[config.mk]
export PLATFORM = sky130hd
export DESIGN_NAME = column_scheduler
export DESIGN_NICKNAME = d
export VERILOG_FILES = /design/src/rtl/column_scheduler.sv
export SDC_FILE = /design/constraint.sdc
export NUM_CORES = 1
export LEC_CHECK = 0
export CORE_MARGIN = 3
export CORE_UTILIZATION = 53
export CTS_CLUSTER_DIAMETER = 80
export DETAILED_ROUTE_END_ITERATION = 6
export MAX_ROUTING_LAYER = met4
export PLACE_DENSITY = 0.81
export SLEW_MARGIN = 20
export SYNTH_ARGS = -nofsm -noshare
export SYNTH_HDL_FRONTEND = slang
export SYNTH_SLANG_ARGS = --single-unit
[constraint.sdc]
create_clock -name clk -period 3.65 [get_ports clk]
set_clock_uncertainty 0.05 [all_clocks]
set_input_delay 0.73 -clock clk [delete_from_list [all_inputs] [get_ports clk]]
set_output_delay 0.73 -clock clk [all_outputs]
set_load 0.03 [all_outputs]
[src/rtl/column_scheduler.sv]
// Sequences one column reducer from a valid/ready beat stream (op beat, then numbers)
// and accumulates a per-sheet grand total with column count and sticky error flags.
module column_scheduler #(
  parameter int NUM_W   = 32,
  parameter int RES_W   = 64,
  parameter int TOT_W   = 64,
  parameter int CNT_W   = 16,
  parameter int TIMEOUT = 256
) (
  input  logic             clk,
  input  logic             rst,
  input  logic             in_valid,
  output logic             in_ready,
  input  logic             in_is_op,
  input  logic             in_op,
  input  logic [NUM_W-1:0] in_data,
  input  logic             in_last,
  input  logic             in_sheet_end,
  output logic             red_num_valid,
  output logic [NUM_W-1:0] red_num_in,
  output logic             red_op_valid,
  output logic             red_op_in,
  output logic             red_done,
  input  logic             red_result_valid,
  input  logic [RES_W-1:0] red_result,
  output logic [TOT_W-1:0] total,
  output logic             total_valid,
  output logic [CNT_W-1:0] col_count,
  output logic             busy,
  output logic             err_proto,
  output logic             err_timeout,
  output logic             ovf,
  output logic [1:0]       dbg_state
);

  // Upstream handshake: a beat transfers on a rising edge where in_valid && in_ready;
  // in_ready depends only on state, never on in_valid.
  typedef enum logic [1:0] {S_IDLE, S_NUMS, S_DONE, S_WAIT} state_t;
  localparam int TO_W = $clog2(TIMEOUT + 1);

  state_t state_q, state_d;
  logic             num_valid_q, num_valid_d, op_valid_q, op_valid_d, done_q, done_d;
  logic [NUM_W-1:0] num_in_q, num_in_d;
  logic             op_in_q, op_in_d;
  logic [TOT_W-1:0] acc_q, acc_d, total_q, total_d;
  logic             total_valid_q, total_valid_d;
  logic [CNT_W-1:0] col_q, col_d;
  logic [TO_W-1:0]  to_cnt_q, to_cnt_d;
  logic             sheet_end_q, sheet_end_d;
  logic             err_proto_q, err_proto_d, err_timeout_q, err_timeout_d, ovf_q, ovf_d;
  logic             accept, timeout_hit;
  logic [TOT_W:0]   sum_w;

  assign in_ready    = (state_q == S_IDLE) || (state_q == S_NUMS);
  assign accept      = in_valid && in_ready;
  assign timeout_hit = (to_cnt_q == TO_W'(TIMEOUT - 1));
  assign sum_w       = {1'b0, acc_q} + (TOT_W + 1)'(red_result);

  always_ff @(posedge clk) begin
    if (!rst) state_q <= S_IDLE;
    else      state_q <= state_d;
  end

  always_comb begin
    state_d = state_q;
    case (state_q)
      S_IDLE: if (accept && in_is_op && !in_last) state_d = S_NUMS;
      S_NUMS: if (accept && !in_is_op && in_last) state_d = S_DONE;
      S_DONE: state_d = S_WAIT;
      S_WAIT: if (red_result_valid || timeout_hit) state_d = S_IDLE;
      default: state_d = S_IDLE;
    endcase
  end

  always_comb begin
    num_valid_d   = 1'b0;
    op_valid_d    = 1'b0;
    done_d        = 1'b0;
    total_valid_d = 1'b0;
    num_in_d      = num_in_q;
    op_in_d       = op_in_q;
    acc_d         = acc_q;
    total_d       = total_q;
    col_d         = col_q;
    to_cnt_d      = to_cnt_q;
    sheet_end_d   = sheet_end_q;
    err_proto_d   = err_proto_q;
    err_timeout_d = err_timeout_q;
    ovf_d         = ovf_q;
    case (state_q)
      S_IDLE: begin
        if (accept && in_is_op && !in_last) begin
          op_valid_d = 1'b1;
          op_in_d    = in_op;
        end else if (accept && in_is_op) begin
          // Empty column adds nothing; it never reaches the reducer.
          if (in_sheet_end) begin
            total_d       = acc_q;
            total_valid_d = 1'b1;
            acc_d         = '0;
            col_d         = '0;
          end else begin
            col_d = col_q + CNT_W'(1);
          end
        end else if (accept) begin
          err_proto_d = 1'b1;
        end
      end
      S_NUMS: begin
        if (accept && !in_is_op) begin
          num_valid_d = 1'b1;
          num_in_d    = in_data;
          if (in_last) sheet_end_d = in_sheet_end;
        end else if (accept) begin
          err_proto_d = 1'b1;
        end
      end
      S_DONE: begin
        done_d   = 1'b1;
        to_cnt_d = '0;
      end
      S_WAIT: begin
        if (red_result_valid) begin
          ovf_d = ovf_q | sum_w[TOT_W];
          if (sheet_end_q) begin
            total_d       = sum_w[TOT_W-1:0];
            total_valid_d = 1'b1;
            acc_d         = '0;
            col_d         = '0;
          end else begin
            acc_d = sum_w[TOT_W-1:0];
            col_d = col_q + CNT_W'(1);
          end
        end else if (timeout_hit) begin
          // Timed-out column is discarded, but a sheet end still reports.
          err_timeout_d = 1'b1;
          if (sheet_end_q) begin
            total_d       = acc_q;
            total_valid_d = 1'b1;
            acc_d         = '0;
            col_d         = '0;
          end
        end else begin
          to_cnt_d = to_cnt_q + TO_W'(1);
        end
      end
      default: ;
    endcase
  end

  always_ff @(posedge clk) begin
    if (!rst) begin
      num_valid_q   <= 1'b0;
      op_valid_q    <= 1'b0;
      done_q        <= 1'b0;
      total_valid_q <= 1'b0;
      num_in_q      <= '0;
      op_in_q       <= 1'b0;
      acc_q         <= '0;
      total_q       <= '0;
      col_q         <= '0;
      to_cnt_q      <= '0;
      sheet_end_q   <= 1'b0;
      err_proto_q   <= 1'b0;
      err_timeout_q <= 1'b0;
      ovf_q         <= 1'b0;
    end else begin
      num_valid_q   <= num_valid_d;
      op_valid_q    <= op_valid_d;
      done_q        <= done_d;
      total_valid_q <= total_valid_d;
      num_in_q      <= num_in_d;
      op_in_q       <= op_in_d;
      acc_q         <= acc_d;
      total_q       <= total_d;
      col_q         <= col_d;
      to_cnt_q      <= to_cnt_d;
      sheet_end_q   <= sheet_end_d;
      err_proto_q   <= err_proto_d;
      err_timeout_q <= err_timeout_d;
      ovf_q         <= ovf_d;
    end
  end

  assign red_num_valid = num_valid_q;
  assign red_num_in    = num_in_q;
  assign red_op_valid  = op_valid_q;
  assign red_op_in     = op_in_q;
  assign red_done      = done_q;
  assign total         = total_q;
  assign total_valid   = total_valid_q;
  assign col_count     = col_q;
  assign busy          = (state_q != S_IDLE);
  assign err_proto     = err_proto_q;
  assign err_timeout   = err_timeout_q;
  assign ovf           = ovf_q;
  assign dbg_state     = state_q;

endmodule

==> summary.txt <==
Gpl congestion - 1.05
Die Y-Extent - 155 um
Yosys synthesis warning count - 0
Cell area after synthesis - 11800 um^2
Combinational group share of total power - 0.438
DP Worst Slack - -0.442 ns
Gate Count Post-Synth - 1535
Dominant synthesized flop cell - dfxtp_1
Fill cells - 1673
CORE AREA - 21400 um^2
Die width - 155 um
Largest net degree at the start of global routing - 89
Final worst path period need - 3.56 ns
CTS Buf Count - 17
Final Hold Viols - 0
Layout cell share with drive strength beyond 1 - 0.131
Wire length per cell - 18.5 um
DRT Pass-1 Iters - 6
Vias/cell - 6.00
Maximum clock path buffer count - 2
DRT Wirelength - 39400 um
Reg area - 3920 um^2
P_int - 4.91 mW
CTS Hold Bufs - 0
Leak pwr - 6.50 nW
Netlist cell types - 74
Critical Path RT - 3.96 ns
CP Max Fanout - 4
Fin nets - 2023
N_diodes - 0
Initial antenna violation count - 0
Flop pwr share - 0.327
Slew HR - 0.569
Commonest cells after routing, fill and taps aside - nand2_1, clkdlybuf4s50_1, dfxtp_1, a21oi_1, nor2_1
Min-delay worst type - register to register
Worst-margin pin slew - 0.644 ns
Placed insts - 2102
Post-synth EDFFs - 0
Vias in the first global route - 12300
Commonest non-fill, non-tap cell in the layout - nand2_1
Sinks on the clock net - 196
Post-route design area - 16000 um^2
R2R cell count - 13
DRC Markers - 0
Synth Net Count - 1711
Critical path arrival - 3.87 ns
Avg Cell Area, Syn - 7.68 um^2
Switching share of power - 0.417
Sequential element share of the synthesized area - 0.333
Layout area overhead - 36.1%
Status - completed
Initial DRC Count - 1148
Tcrit/Tclk final - 0.976
Routed Antenna Nets - 0
Final-report setup violation count - 0
Slew Viols, Final - 0
Max-cap violations - 0
IO Port Bufs - 227
Final WS setup - 0.0887 ns
Root Buffer - clkbuf_16
Non-filler cells, final - 2135
Area of the multi-input gates - 7470 um^2
Worst skew pair latency - 0.45 ns
Initial Util - 0.550
Die area - 24100 um^2
VDD IR max - 0.000368 V
TritonCTS clock tree - built
Setup CP Type - input pin to register
Clk network pwr share - 0.236
Maximum clock rate - 281 MHz
Critical path capture point type - register
Via count - 12800
Dpl hpwl - 28700 um
Final core occ - 0.749
Worst hold stages - 2
H-tree depth - 4
Grt ovf - 0
# IOs - 228
Worst-path clk slew - 0.09 ns
P per Cell Area - 525 nW/um^2
Core Rows - 53
Type of origin of the critical path - input pin
Placed inst area - 15300 um^2
FFs w/ async S/R, synth - 0
Gr usage total - 0.323
Net Sw Power - 3.51 mW
#FFs+latches synth - 196
First-pass GRT wire length - 62400 um
==> cell type report <==
class	instances	share of cell area
clock buffer	18	0.0268
clock inverter	14	0.0113
inverter	26	0.00616
multi-input combinational	1210	0.466
sequential	196	0.245
tap	275	0.0214
timing repair buffer	396	0.224
==> through the flow <==
| stage | setup TNS (ns) | total power, mW | hold slack (ns) |
|---|---|---|---|
| final | 0 | 8.43 | 0.406 |
| after global routing | -0.0285 | 8.81 | 0.427 |
| after CTS | 0 | 8.42 | 0.407 |
| after detailed placement | -13.42 | 6.44 | 0.396 |
| after global placement | -8.91 | 6.37 | 0.390 |
| after floorplan | 0 | 4.88 | 0.390 |
==> layer usage <==
metal  track usage  part of all wire  vias up
met3        0.0534             0.073      102
met4         0.115             0.032        0
met5             -                 0        -
met2         0.505              0.46      559
li1              -                 -     6133
met1         0.425              0.43     6009
==> state kept, by name, summed over array words and instances, names as in the netlist, 2 cells and up <==
name        count
acc_q          64
total          64
col_count      16
to_cnt_q        9
dbg_state       2
red_num_in     32
==> cell families (layout without fill, tap and decap cells) <==
logic type,Yosys count,in the layout,share of synthesized area
flops,196,196,0.333
mux,5,5,0.00425
simple gates,547,547,0.202
buf+inv,129,454,0.0418
compound gates,510,510,0.285
fa+ha+maj,72,72,0.0771
xor+xnor,76,76,0.0565
==> final timing paths <==
path	from	end	slack (ns)
hold / removal	total[1]	total[1]	0.41
setup / recovery	red_result[0]	total[44]	0.09
hold reg to reg	total[1]	total[1]	0.41
setup reg to reg	acc_q[27]	total[44]	0.48
==> cell usage after synthesis, types with 3 or more instances <==
master,instances,area share
nor4_1,8,0.0042
a22o_1,10,0.0074
a31oi_1,14,0.0074
ha_1,71,0.075
o21a_1,15,0.0096
a21oi_1,178,0.076
clkbuf_1,88,0.028
mux2i_1,5,0.0042
xnor2_1,37,0.027
nand4_1,33,0.018
buf_1,8,0.0025
nor2b_1,6,0.0032
a221oi_1,5,0.0037
a21o_1,42,0.027
nand3_1,28,0.012
o21ai_0,77,0.033
and4_1,5,0.0037
o31a_1,4,0.0030
o211ai_1,9,0.0057
buf_2,7,0.0030
o31ai_1,11,0.0070
or2_2,5,0.0027
nand2_1,231,0.074
a311oi_1,23,0.017
or3_1,8,0.0042
inv_1,25,0.0080
and3_1,8,0.0042
a21boi_0,4,0.0025
a22oi_1,33,0.021
dfxtp_1,196,0.33
xor2_1,39,0.029
nand2b_1,8,0.0042
o21ai_1,13,0.0055
o2111ai_1,4,0.0030
a2bb2oi_1,4,0.0030
o21bai_1,17,0.011
nor3_1,22,0.0093
a211oi_1,10,0.0064
a211o_1,3,0.0022
and2_1,13,0.0069
nor2_1,167,0.053
==> critical path: stages <==
cell and delay [ns]:
clkdlybuf4s50_1 0.48, ha_2 0.21, inv_1 0.07, fa_2 0.36, nor2b_2 0.15, o2111ai_2 0.14, a21oi_2 0.19, buf_4 0.16
nor4_1 0.05, nor2_1 0.20, a2111o_1 0.27, nand2_1 0.15, buf_4 0.19, xnor2_2 0.16, nand2_1 0.09, a311oi_1 0.28
==> power groups by stage <==
stage	clock network (mW)	logic, mW	registers, mW
after floorplan	0	1.38	3.50
after detailed placement	0	3.64	2.79
after CTS	2.00	3.67	2.75
after global routing	2.09	3.93	2.80
after global placement	0	3.59	2.79
final	1.99	3.69	2.75
==> repair_timing <==
item / in CTS / in global routing
resized for setup: 2 / 16
setup buffers: 0 / 1
setup endpoints to repair: 5 / 30
pin swaps: 0 / 9
Note: power is estimated with default switching activity, not from simulation.
